**src/rtl/sme_pkg.sv**
```systemverilog
// Shared definitions for the string-matching dispatch controller: FSM state
// encoding and default geometry constants.
package sme_pkg;

  localparam int SME_NUM_PE = 4;
  localparam int SME_STR_AW = 8;
  localparam int SME_PAT_AW = 5;

  localparam logic [2:0] ST_IDLE     = 3'd0;
  localparam logic [2:0] ST_CALC     = 3'd1;
  localparam logic [2:0] ST_DISPATCH = 3'd2;
  localparam logic [2:0] ST_WAIT     = 3'd3;
  localparam logic [2:0] ST_REDUCE   = 3'd4;
  localparam logic [2:0] ST_OUT      = 3'd5;

endpackage

```
**src/rtl/sme_min_tree.sv**
```systemverilog
// Combinational minimum tree over per-PE match results. Key is {!match, idx},
// so matching PEs sort first and the lower PE index wins on equal keys.
module sme_min_tree
  import sme_pkg::*;
#(
  parameter int N  = SME_NUM_PE,
  parameter int AW = SME_STR_AW
) (
  input  logic [N-1:0]    match_i,
  input  logic [N*AW-1:0] idx_i,
  output logic            match_o,
  output logic [AW-1:0]   idx_o
);

  // Heap layout: leaves at N..2N-1, node i is the minimum of nodes 2i and 2i+1.
  logic [AW:0] key_s [1:2*N-1];

  // Reduce leaf keys level by level up to the root.
  always_comb begin
    for (int i = 1; i < 2 * N; i++) begin
      key_s[i] = '0;
    end
    for (int i = 0; i < N; i++) begin
      key_s[N+i] = {~match_i[i], idx_i[i*AW +: AW]};
    end
    for (int i = N - 1; i >= 1; i--) begin
      key_s[i] = (key_s[2*i] <= key_s[2*i+1]) ? key_s[2*i] : key_s[2*i+1];
    end
    match_o = ~key_s[1][AW];
    idx_o   = match_o ? key_s[1][AW-1:0] : '0;
  end

endmodule

```
**src/rtl/sme_dispatch_ctrl.sv**
```systemverilog
// Splits a string search across NUM_PE matching engines with pattern overlap,
// collects their results and reports the earliest match. Define
// SME_WATCHDOG_EN to bound the WAIT state and add the o_timeout output.
module sme_dispatch_ctrl
  import sme_pkg::*;
#(
  parameter int NUM_PE   = SME_NUM_PE,
  parameter int STR_AW   = SME_STR_AW,
  parameter int PAT_AW   = SME_PAT_AW,
  parameter int WDOG_CYC = 1024
) (
  input  logic                     clk,
  input  logic                     reset,
  input  logic                     start,
  input  logic [STR_AW-1:0]        str_last_idx,
  input  logic [PAT_AW-1:0]        pat_last_idx,
  output logic                     busy,
  output logic                     pe_valid,
  output logic [NUM_PE-1:0]        pe_en,
  output logic [NUM_PE*STR_AW-1:0] pe_start_idx,
  output logic [NUM_PE*STR_AW-1:0] pe_end_idx,
  input  logic [NUM_PE-1:0]        pe_done,
  input  logic [NUM_PE-1:0]        pe_match,
  input  logic [NUM_PE*STR_AW-1:0] pe_match_idx,
  output logic                     o_valid,
  input  logic                     o_ready,
  output logic                     o_match,
  output logic [STR_AW-1:0]        o_match_idx
`ifdef SME_WATCHDOG_EN
  ,
  output logic                     o_timeout
`endif
);

  localparam int LG = $clog2(NUM_PE);
  localparam int W  = STR_AW + 1;

  if (NUM_PE < 2 || WDOG_CYC < 1) begin : g_param_chk
    $error("sme_dispatch_ctrl: NUM_PE must be >= 2 and WDOG_CYC >= 1");
  end

  logic [2:0]               state_q, state_d;
  logic [W-1:0]             len_q, part_q, len_s, last_s, raw_s, hi_s;
  logic [PAT_AW-1:0]        pat_q;
  logic                     busy_q, pe_valid_q, o_valid_q, o_match_q;
  logic [STR_AW-1:0]        o_idx_q;
  logic [NUM_PE-1:0]        en_q, calc_en_s;
  logic [NUM_PE*STR_AW-1:0] start_q, end_q, calc_start_s, calc_end_s;
  logic [NUM_PE-1:0]        done_q, done_d, hit_q, hit_d;
  logic [NUM_PE*STR_AW-1:0] cidx_q, cidx_d;
  logic                     collect_s, all_done_s, wd_hit_s, red_match_s;
  logic [STR_AW-1:0]        red_idx_s;

  assign len_s = {1'b0, str_last_idx} + W'(1);

  // Per-PE ranges from the registered length/part; the last PE takes the remainder.
  always_comb begin
    calc_en_s    = '1;
    calc_start_s = '0;
    calc_end_s   = '0;
    last_s       = len_q - W'(1);
    raw_s        = '0;
    hi_s         = '0;
    if (part_q == '0) begin
      calc_en_s                 = NUM_PE'(1);
      calc_end_s[STR_AW-1:0]    = last_s[STR_AW-1:0];
    end else begin
      for (int k = 0; k < NUM_PE; k++) begin
        calc_start_s[k*STR_AW +: STR_AW] = STR_AW'(k) * part_q[STR_AW-1:0];
        raw_s = W'(k + 1) * part_q - W'(1) + W'(pat_q);
        hi_s  = (k == NUM_PE - 1 || raw_s > last_s) ? last_s : raw_s;
        calc_end_s[k*STR_AW +: STR_AW] = hi_s[STR_AW-1:0];
      end
    end
  end

  assign collect_s = (state_q == ST_DISPATCH) || (state_q == ST_WAIT);

  // Sticky per-PE capture: only the first pulse of an enabled PE is kept.
  always_comb begin
    done_d = done_q;
    hit_d  = hit_q;
    cidx_d = cidx_q;
    if (state_q == ST_CALC) begin
      done_d = '0;
      hit_d  = '0;
      cidx_d = '0;
    end else begin
      for (int k = 0; k < NUM_PE; k++) begin
        done_d[k] = done_q[k] | (collect_s & en_q[k] & pe_done[k]);
        hit_d[k]  = (collect_s && en_q[k] && pe_done[k] && !done_q[k]) ? pe_match[k] : hit_q[k];
        cidx_d[k*STR_AW +: STR_AW] = (collect_s && en_q[k] && pe_done[k] && !done_q[k])
                                   ? pe_match_idx[k*STR_AW +: STR_AW]
                                   : cidx_q[k*STR_AW +: STR_AW];
      end
    end
  end

  assign all_done_s = ((done_d & en_q) == en_q);

`ifdef SME_WATCHDOG_EN
  localparam int CW = $clog2(WDOG_CYC + 1);
  logic [CW-1:0] wd_q;
  logic          to_q, o_to_q;

  assign wd_hit_s  = (state_q == ST_WAIT) && (wd_q == CW'(WDOG_CYC - 1));
  assign o_timeout = o_to_q;

  // WAIT cycle counter and timeout flag, latched into the result at REDUCE.
  always_ff @(posedge clk) begin
    if (reset) begin
      wd_q   <= '0;
      to_q   <= 1'b0;
      o_to_q <= 1'b0;
    end else begin
      wd_q   <= (state_q == ST_WAIT) ? wd_q + CW'(1) : '0;
      if (state_q == ST_CALC) to_q <= 1'b0;
      else if (wd_hit_s && !all_done_s) to_q <= 1'b1;
      if (state_q == ST_REDUCE) o_to_q <= to_q;
      else if (state_d != ST_OUT) o_to_q <= 1'b0;
    end
  end
`else
  assign wd_hit_s = 1'b0;
`endif

  // Controller next-state logic.
  always_comb begin
    state_d = state_q;
    case (state_q)
      ST_IDLE:     state_d = start ? ST_CALC : ST_IDLE;
      ST_CALC:     state_d = ST_DISPATCH;
      ST_DISPATCH: state_d = ST_WAIT;
      ST_WAIT:     state_d = (all_done_s || wd_hit_s) ? ST_REDUCE : ST_WAIT;
      ST_REDUCE:   state_d = ST_OUT;
      ST_OUT:      state_d = (o_valid_q && o_ready) ? ST_IDLE : ST_OUT;
      default:     state_d = ST_IDLE;
    endcase
  end

  sme_min_tree #(.N(NUM_PE), .AW(STR_AW)) u_min_tree (
    .match_i (hit_q & en_q),
    .idx_i   (cidx_q),
    .match_o (red_match_s),
    .idx_o   (red_idx_s)
  );

  // State, captured results and registered outputs.
  always_ff @(posedge clk) begin
    if (reset) begin
      state_q    <= ST_IDLE;
      len_q      <= '0;
      part_q     <= '0;
      pat_q      <= '0;
      busy_q     <= 1'b0;
      pe_valid_q <= 1'b0;
      en_q       <= '0;
      start_q    <= '0;
      end_q      <= '0;
      done_q     <= '0;
      hit_q      <= '0;
      cidx_q     <= '0;
      o_valid_q  <= 1'b0;
      o_match_q  <= 1'b0;
      o_idx_q    <= '0;
    end else begin
      state_q    <= state_d;
      busy_q     <= (state_d != ST_IDLE);
      pe_valid_q <= (state_d == ST_DISPATCH);
      o_valid_q  <= (state_d == ST_OUT);
      done_q     <= done_d;
      hit_q      <= hit_d;
      cidx_q     <= cidx_d;
      if (state_q == ST_IDLE && start) begin
        len_q  <= len_s;
        part_q <= len_s >> LG;
        pat_q  <= pat_last_idx;
      end
      if (state_q == ST_CALC) begin
        en_q    <= calc_en_s;
        start_q <= calc_start_s;
        end_q   <= calc_end_s;
      end
      if (state_q == ST_REDUCE) begin
        o_match_q <= red_match_s;
        o_idx_q   <= red_idx_s;
      end
    end
  end

  assign busy         = busy_q;
  assign pe_valid     = pe_valid_q;
  assign pe_en        = en_q;
  assign pe_start_idx = start_q;
  assign pe_end_idx   = end_q;
  assign o_valid      = o_valid_q;
  assign o_match      = o_match_q;
  assign o_match_idx  = o_idx_q;

endmodule

```
**config.mk**
```make
export PLATFORM = sky130hd
export DESIGN_NAME = sme_dispatch_ctrl
export DESIGN_NICKNAME = d
export VERILOG_FILES = /design/src/rtl/sme_pkg.sv /design/src/rtl/sme_min_tree.sv /design/src/rtl/sme_dispatch_ctrl.sv
export SDC_FILE = /design/constraint.sdc
export NUM_CORES = 1
export LEC_CHECK = 0
export CORE_ASPECT_RATIO = 1.2
export CORE_UTILIZATION = 58
export DETAILED_ROUTE_END_ITERATION = 10
export PLACE_DENSITY = 0.94
export SLEW_MARGIN = 20
export SYNTH_ARGS = -nofsm -noshare
export SYNTH_HDL_FRONTEND = slang
export SYNTH_SLANG_ARGS = --single-unit
```
**constraint.sdc**
```tcl
create_clock -name clk -period 6.75 [get_ports clk]
set_input_delay 1.6875 -clock clk [delete_from_list [all_inputs] [get_ports clk]]
set_output_delay 1.6875 -clock clk [all_outputs]
set_load 0.005 [all_outputs]
```
* Yosys cells after proc, flatten, opt, wreduce, memory -nomap -nowiden *
Index checks and enable logic that the tools add are counted.
Widths: inputs -> output; s select.

cells by class
  add/subtract/negate cells = 8
  multiply operators = 2
  magnitude comparators = 6
  eq/ne operators = 8
  multiplexer cells = 16
  bitwise operators = 19
  reductions and logical operators = 23

operators with widths
  operator             count
  $mux 8               5
  $mux 32              1
  $gt 9x9->1           3
  $le 9x9->1           3
  $mux 9               3
  $mux 24              1
  $add 9x5->9          2
  $pmux 3 s6           1
  $sub 9x1->9 const B  2
  $logic_and 1x1->1    14
  $add 8x1->9 const B  1
  $add 8x6->9          1
  $eq 3x2->1 const B   3
  $eq 3x3->1 const B   3
  $logic_not 9->1      1
  $mul 2x7->9 const A  1
  $sub 8x1->9 const B  1
  $and 1x1->1          8
  $and 4x4->4          2
  $mul 2x7->8 const A  1
  $mux 4               2
  $sub 7x1->8 const B  1
  $mux 3               2
  $not 1->1            5
  other kinds (9)      15

word-level totals
  bits in registers = 144
  output and inout bits = 80
  logic and storage cells = 103

* Logic depth before layout (Yosys ltp) *
Gate-level depths: netlist (run 1).

  depth in word-level cells = 11
  mapped depth = 22
  depth with buffers taken out = 20

* By module *
A second synthesis (run 1) with hierarchy kept.

unflattened totals
  cells, all modules = 953
  area total of the unflattened synthesis = 7941.4 um^2

by module, submodules not included
  module             instances  cells an instance  area an instance (um^2)
  sme_dispatch_ctrl  1          798                6830.3
  sme_min_tree       1          155                1111.1

* Worst setup path after synthesis (run 1) *
OpenSTA, ideal clock, no wires.

  kind = register -> register
  from = register len_q[4]
  to = register end_q[22] (netlist: pe_end_idx[22])
  arrival time = 3910 ps
  path slack = 2718 ps
  cell stages (with the launch flop) = 21
  path buffers = 1
  path through = dfxtp_1 -> inv_1 -> ha_1 -> inv_1 -> fa_1 -> ha_1 -> a21o_1 -> a21oi_1 -> o21ai_0 -> a21oi_1 -> o21bai_1 -> a21oi_1 -> xnor2_1 -> ha_1 -> nand2_1 -> a211oi_1 -> o21ai_0 -> a21oi_1 -> buf_2 -> nor3b_1 -> a221o_1

between the ends
  word-level cells in the longest chain between the ends = 4

ends and longest elaborated chain
  element                 RTL line                  source
  start, declared         sme_dispatch_ctrl.sv:43   logic [W-1:0] len_q, part_q, len_s, last_s, raw_s, hi_s;
  start signal, assigned  sme_dispatch_ctrl.sv:175  len_q <= len_s;
  $sub 9x1->9 *           sme_dispatch_ctrl.sv:61   last_s = len_q - W'(1);
  $gt 9x9->1              sme_dispatch_ctrl.sv:71   hi_s = (k == NUM_PE - 1 || raw_s > last_s) ? last_s : raw_s;
  $mux 8 *                sme_dispatch_ctrl.sv:71
  $mux 24 *               sme_dispatch_ctrl.sv:64   if (part_q == '0) begin
  end signal, assigned    sme_dispatch_ctrl.sv:182  end_q <= calc_end_s;
  end, declared           sme_dispatch_ctrl.sv:48   logic [NUM_PE*STR_AW-1:0] start_q, end_q, calc_start_s, calc_end_s;

Mark *: on every way between the ends. The rest lies on a longest branch, timed or not.
A chain may end at the register's enable or synchronous reset.

* Worst setup path after layout (run 1) *
  from = register len_q[4]
  to = register end_q[19] (netlist: pe_end_idx[19])

between the ends
  word-level cells in the longest chain between the ends = 4

ends and longest elaborated chain
  element      RTL line
  $sub 9x1->9  sme_dispatch_ctrl.sv:61
  $gt 9x9->1   sme_dispatch_ctrl.sv:71
  $mux 8       sme_dispatch_ctrl.sv:71
  $mux 24      sme_dispatch_ctrl.sv:64

Every way passes these cells.

==> results by group, run 1 <==
Outcome
  • Status: completed

Global route
  • Overflow after GRT: 0
  • Initial antenna violation count: 0
  • Tot GR Track Use: 33.68%
  • Global-route wire length before repair: 34.93 mm
  • Largest net degree at the start of global routing: 42
  • Vias in the first global route: 7073

Timing
  • Setup violations, final: 0
  • Final period utilization: 74.56%
  • Worst Max-Slew Pin Slew: 1.046 ns
  • Setup Total Neg Slack: 0 ns
  • RSZ-0062 raised after global routing: no
  • Slew margin rel.: 30.26%
  • Fmax: 198.7 MHz
  • Final Max Tran Viols: 0
  • Clock skew: 0.007815 ns
  • Min cycle time layout: 5.033 ns
  • Final hold violation count: 0

Clock network
  • Post-CTS Hold Buffers: 0
  • CTS H-tree depth: 4
  • Post-cts resize count: 0
  • TritonCTS buffer count: 17
  • CTS Sinks: 117
  • Clk slew on worst S/H paths: 0.06 ns
  • Root Driver: clkbuf_16
  • Clk buf depth: 2
  • CTS tree: yes
  • Total setup buffers inserted after CTS: 0
  • Later-pin clock latency in the skew report: 0.44 ns

Final layout
  • Synth-to-Final Area Change: 24.94%
  • Post-Layout Cell Count: 1168
  • Share of cells above drive strength 1: 5.976%
  • Layout Cell Area excl Fill: 9590 sq um
  • Most frequent cells in the layout: clkdlybuf4s50_1, dfxtp_1, ha_1, inv_1, nand2_1
  • # nets final: 1155
  • Most frequent standard cell in the layout excluding fill and tap cells: clkdlybuf4s50_1
  • Antenna cell count: 0

Floorplanning
  • Die Ht: 128.0 um
  • Core area: 12780 sq um
  • IO Count: 137
  • DIE AREA: 13700 sq um
  • Number of cell rows: 45
  • Die width: 107.0 um
  • Starting density of the core: 60.06%

Worst setup path
  • Reg2reg end: pe_end_idx[19]
  • Worst Path Required: 7.08 ns
  • R2R cell count: 19
  • R2r startpoint: len_q[4]
  • R2R Setup Slk: 1.72 ns
  • WS Path Type: reg2reg
  • Startpoint Class: flop
  • CP Max Fanout: 11
  • Critical Path End Type: flop
  • WP data arrival: 5.36 ns

Yosys
  • Warnings from Yosys: 0
  • Mean Syn Cell Area: 8.703 sq um
  • Mapped Area: 7676 sq um
  • Post-synth top area cell: dfxtp_1
  • Seq cells post-synth: 117
  • Top-area cell type share of the netlist area: 30.51%
  • Sequential-to-total area share from yosys stat: 30.51%
  • Main synth FF type: dfxtp_1
  • Synth Instances: 882
  • Post-synth EDFFs: 0
  • Synth top area cells: dfxtp_1, ha_1, mux2i_1, inv_1, xnor2_1
  • Cell variety after synth: 60
  • Asr flop ratio synth: 0%

Min path
  • Hold Path Stages: 2
  • Hold Path Sink: pe_end_idx[20]
  • Hold Crit Class: reg2reg
  • Hold path start: pe_end_idx[20]

Pwr
  • Pwr/cell area: 356.7 nW/um^2
  • Comb power frac: 46.5%
  • Sw frac: 38.16%
  • Int Pwr: 2116 uW
  • Share of power burned in registers: 24.2%
  • Clock Power Share: 29.2%
  • Leak: 0.004090 uW
  • Switch Pwr: 1306 uW
  • Peak supply drop: 0.0002124 V
  • Total Power: 3421 uW

Placed design
  • IO buf count: 126
  • Placed cell area: 8930 sq um
  • Placed Instances: 1136
  • Post-detail-place hpwl: 15.51 mm
  • Placer congestion estimate: 0.9992

Routing
  • Drt drc: 0
  • Via count: 6858
  • Vias per cell: 5.872
  • Mean routed wirelength per cell: 19.08 um
  • DR pass1 iterations: 5
  • Total routed wirelength: 22.29 mm
  • Antenna Violating Nets Remaining: 0
  • Initial DRC count: 412

Flow run
  • Max-Cap Viols: 0
kinds of logic after synthesis:
family / count (synthesis) / synth area share [%]
AND/OR/NAND/NOR: 230 / 13.76
AO/OA/AOI/OAI: 170 / 14.51
buffers and inverters: 139 / 8.117
flip-flops: 117 / 30.51
adder cells (fa/ha/maj): 107 / 18.22
multiplexers: 77 / 10.15
XOR/XNOR: 41 / 4.678
other: 1 / 0.04885
power by group through the flow:
stage	clock (uW)	combinational (uW)	sequential, uW
floorplan	0	1090	826
global placement	0	1500	839
detailed placement	0	1550	841
CTS	1000	1570	828
global route	1040	1740	836
finish	1000	1590	830
routing by layer:
| metal | share of wire (%) | wire, um | GRT usage [%] | vias to the layer above |
|---|---|---|---|---|
| met5 | 0 | 0 | 0 | - |
| met2 | 51 | 11280 | 60.91 | 299 |
| met4 | 5.9 | 1309 | 23.05 | 0 |
| met1 | 38 | 8369 | 34.30 | 3228 |
| met3 | 6.0 | 1333 | 7.473 | 101 |
| li1 | - | - | - | 3230 |
through the flow:
stage                     hold WS [ns]  util [%]  setup WS (ns)
after CTS                       0.4556     74.93          1.457
after global routing            0.4718     75.04          1.329
after global placement          0.4332     69.87          1.931
after detailed placement        0.4428     69.87          1.756
final                           0.4521     75.04          1.717
after floorplan                 0.4487         -          2.718
final cells by class:
cell class	instances	area, sq um
clock buffers	19	452.9
inverters	90	337.8
repair buffers	130	1291
clock inverters	13	193.9
flip-flops and latches	117	2342
fillers	841	3191
multi-input cells	635	4767
well taps	164	205.2
critical path, cell delays in order (launching register included):
cell and delay (ns):
dfxtp_1 0.45, inv_1 0.19, ha_1 0.35, inv_1 0.06, fa_1 0.47, ha_1 0.32, a21o_1 0.18, a21oi_1 0.22
o21ai_0 0.12, a21oi_1 0.23, o21bai_1 0.09, a21oi_1 0.18, xnor2_1 0.09, ha_1 0.30, nand2_1 0.08, a211oi_1 0.16
o21ai_0 0.11, a21oi_1 0.75, mux2_2 0.42, a22o_1 0.19
state kept, by name, indices dropped and copies added, names as in the netlist:
| register | flops |
|---|---|
| busy | 1 |
| len_q | 9 |
| o_valid | 1 |
| pe_start_idx | 14 |
| pe_en | 2 |
| pe_valid | 1 |
| pe_end_idx | 32 |
| hit_q | 4 |
| cidx_q | 32 |
| state_q | 3 |
| o_match | 1 |
| pat_q | 5 |
| o_match_idx | 8 |
| done_q | 4 |
worst max-delay path by stage:
stage          startpoint              to  slack [ns]  cells past startpoint
2_1_floorplan    len_q[4]  pe_end_idx[22]        2.72                     20
3_3_place_gp     len_q[2]  pe_end_idx[19]        1.93                     19
3_5_place_dp     len_q[4]  pe_end_idx[19]        1.76                     19
4_1_cts          pe_en[2]  o_match_idx[6]        1.46                     16
5_1_grt          len_q[3]  pe_end_idx[19]        1.33                     19
6_report         len_q[4]  pe_end_idx[19]        1.72                     19
cell usage after synthesis (all sizes together) (7+ instances only):
cell    number
a21o        14
nand4        8
mux2i       73
a211oi      17
xor2         7
dfxtp      117
buf         32
clkbuf      17
o21ai       47
xnor2       34
a32o         9
a21oi       46
inv         90
nand3       16
nor2        80
nand2       78
nor3        10
fa           8
nor2b       11
ha          99
Power figures use the tool's default switching activity.
==> run 2, diff against run 1 <==
--- a/config.mk
+++ b/config.mk
@@ -6,9 +6,9 @@
 export NUM_CORES = 1
 export LEC_CHECK = 0
 export CORE_ASPECT_RATIO = 1.2
-export CORE_UTILIZATION = 58
+export CORE_UTILIZATION = 49
 export DETAILED_ROUTE_END_ITERATION = 10
-export PLACE_DENSITY = 0.94
+export PLACE_DENSITY = 0.85
 export SLEW_MARGIN = 20
 export SYNTH_ARGS = -nofsm -noshare
 export SYNTH_HDL_FRONTEND = slang
==> constraint.sdc (replaced) <==
create_clock -name clk -period 4.3 [get_ports clk]
set_input_delay 1.075 -clock clk [delete_from_list [all_inputs] [get_ports clk]]
set_output_delay 1.075 -clock clk [all_outputs]
set_load 0.005 [all_outputs]
==> run 2 against run 1 <==
Sequential share of layout area shrank 0.53 points. Worst hold slack improved by 0.0013 ns. Non-clock buffer count increased by 25. Critical path type unchanged. Global-route usage shrank 7.4 points. Routed wire length shrank 9.8%. Final cell count rose by 5.6%. Maximum frequency is 24% higher. Utilization decreased by 10 points. Cell area rose by 2.3%. First-iteration DRC count is 3.2% lower. Via count down 3.3%.
==> results by group, run 2 (synthesis gave the netlist of run 1 again) <==
Outcome
  • Status: completed

Worst setup path
  • Startpoint Class: flop
  • Worst Path Required: 4.62 ns (-2.46 ns)
  • R2R cell count: 19 (unchanged)
  • R2r startpoint: len_q[3]
  • Crit-path max cell delay: 0.51 ns (-0.24 ns)
  • Crit path depth: 19 (unchanged)
  • WS Path Type: reg2reg
  • Crit path max-delay cell type: fa_1
  • CP bufs+invs: 3 (+1)
  • CP Max Fanout: 6 (-5)
  • WP data arrival: 4.37 ns (-0.99 ns)
  • Critical Path End Type: flop
  • Family with the most delay on the worst path: adder cells
  • Critical path, cell by cell: inv_2 -> ha_1 -> inv_1 -> fa_1 -> inv_1 -> fa_1 -> nor2b_1 -> o21ai_0 -> a21boi_1 -> o21a_1 -> nor2_1 -> xnor2_1 -> ha_1 -> nand2_1 -> a211oi_2 -> o21ai_2 -> a21oi_2 -> mux2_2 -> a22o_1
  • Worst setup path start: len_q[3]

Global route
  • Overflow after GRT: 0 (unchanged)
  • Tot GR Track Use: 26.24% (-7.4 points)
  • Met1 Usage GRT: 28.83% (-5.5 points)
  • Met3 Usage GRT: 5.944% (-1.5 points)
  • Initial antenna violation count: 0 (unchanged)
  • Global-route wire length before repair: 32.78 mm (-6.2%)
  • GRT met2 Usage: 46.34% (-15 points)
  • GR peak layer: met2
  • Largest net degree at the start of global routing: 42 (unchanged)
  • Vias in the first global route: 6560 (-7.3%)

Routing
  • Via count: 6629 (-3.3%)
  • Initial DRC count: 399 (-3.2%)
  • Total routed wirelength: 20.10 mm (-9.8%)
  • Drt drc: 0 (unchanged)
  • Vias per cell: 5.376 (-8.4%)
  • Mean routed wirelength per cell: 16.30 um (-15%)
  • Antenna Violating Nets Remaining: 0 (unchanged)
  • DR pass1 iterations: 5 (unchanged)

Flow run
  • Max-Cap Viols: 0 (unchanged)

Timing
  • Slew margin rel.: 48.76% (+19 points)
  • Min cycle time layout: 4.058 ns (-0.9751 ns)
  • Final hold violation count: 0 (unchanged)
  • Final period utilization: 94.37% (+20 points)
  • Final Max Tran Viols: 0 (unchanged)
  • Clock skew: 0.01296 ns (+0.005148 ns)
  • Fmax: 246.4 MHz (+24%)
  • Worst Hold Margin: 0.4534 ns (+0.001314 ns)
  • Setup violations, final: 0 (unchanged)
  • Worst Max-Slew Pin Slew: 0.7686 ns (-0.2775 ns)

Final layout
  • Antenna cell count: 0 (unchanged)
  • Most frequent cells in the layout: clkdlybuf4s50_1, dfxtp_1, ha_1, inv_1, nand2_1
  • Synth-to-Final Area Change: 27.78%
  • # nets final: 1180 (+2.2%)
  • Share of cells above drive strength 1: 9.038% (+3.1 points)
  • Most frequent standard cell in the layout excluding fill and tap cells: clkdlybuf4s50_1
  • Fillcell total: 1228 (+46%)

Clock network
  • TritonCTS buffer count: 17 (unchanged)
  • CTS Sinks: 117 (unchanged)
  • Root Driver: clkbuf_16
  • Clk buf depth: 2 (unchanged)
  • Post-CTS Hold Buffers: 0 (unchanged)
  • Later-pin clock latency in the skew report: 0.43 ns (about the same)
  • CTS tree: yes
  • CTS H-tree depth: 4 (unchanged)
  • Clk slew on worst S/H paths: 0.06 ns (about the same)

Pwr
  • Leak: 0.004193 uW (+2.5%)
  • Total Power: 5383 uW (+57%)
  • Peak supply drop: 0.0003197 V (+50%)
  • Pwr/cell area: 548.8 nW/um^2 (+54%)

Floorplanning
  • Number of cell rows: 49 (+8.9%)
  • Core area: 15140 sq um (+18%)
  • IO Count: 137 (unchanged)
  • Die Ht: 139.1 um (+8.7%)
  • Starting density of the core: 50.69% (-9.4 points)
  • Die width: 116.3 um (+8.6%)
  • DIE AREA: 16170 sq um (+18%)

Min path
  • Hold Crit Class: reg2reg
  • Hold path start: pe_end_idx[20]
  • Hold Path Stages: 2 (unchanged)

Placed design
  • Placer congestion estimate: 0.9278 (-7.1%)
  • IO buf count: 126 (unchanged)
  • Post-detail-place hpwl: 15.50 mm (-0.11%)
## run 2: worst reg2reg max path, stage by stage (launching register included)
cell and delay [ns]:
dfxtp_1 0.34, inv_2 0.09, ha_1 0.30, inv_1 0.05
fa_1 0.51, inv_1 0.07, fa_1 0.45, nor2b_1 0.11
o21ai_0 0.10, a21boi_1 0.22, o21a_1 0.14, nor2_1 0.05
xnor2_1 0.14, ha_1 0.28, nand2_1 0.08, a211oi_2 0.19
o21ai_2 0.10, a21oi_2 0.20, mux2_2 0.35, a22o_1 0.19
## run 2: final cells by class
class / instances / area (sq um) / share of cell area [%]
Multi-Input combinational cell: 635 / 4800 / 48.93
Sequential cell: 117 / 2344 / 23.89
Timing Repair Buffer: 155 / 1480 / 15.09
Clock buffer: 19 / 442.9 / 4.516
Inverter: 90 / 337.8 / 3.444
Tap cell: 204 / 255.2 / 2.602
Clock inverter: 13 / 148.9 / 1.518
## run 2: where the power goes
group          leakage, uW  internal, uW  switching (uW)  total (uW)
sequential        0.000950          1200            84.0        1280
clock             0.000281           874             542        1420
combinational      0.00296          1240            1450        2690
## run 2: worst paths after layout
| path | endpoint | slack (ns) |
|---|---|---|
| setup / recovery | pe_end_idx[19] | 0.24 |
| hold / removal | pe_end_idx[20] | 0.45 |
| setup reg to reg | pe_end_idx[19] | 0.24 |
| hold reg to reg | pe_end_idx[20] | 0.45 |
## run 2: metrics by stage
| step | setup TNS [ns] | instance area [sq um] | utilization (%) | instances | setup slack (ns) |
|---|---|---|---|---|---|
| after detailed placement | 0 | 9145 | 60.39 | 1198 | 0.1030 |
| after floorplan | 0 | 7710 | - | 891 | 0.2684 |
| final | 0 | 9808 | 64.77 | 1233 | 0.2421 |
| after global routing | -0.008668 | 9808 | 64.77 | 1233 | -0.008668 |
| after CTS | 0 | 9737 | 64.30 | 1230 | 0.05277 |
| after global placement | 0 | 9145 | 60.39 | 1198 | 0.2106 |
## run 2: repair_timing
item                                    CTS  global route
gates resized for setup                   0            17
setup buffers                             0             2
endpoints found under the setup margin    0            25
## run 2: routing by layer
metal,part of all wire [%],vias to the layer above
li1,-,3273
met1,40,3098
met2,51,190
met3,5.0,68
met4,4.4,0
met5,0,-
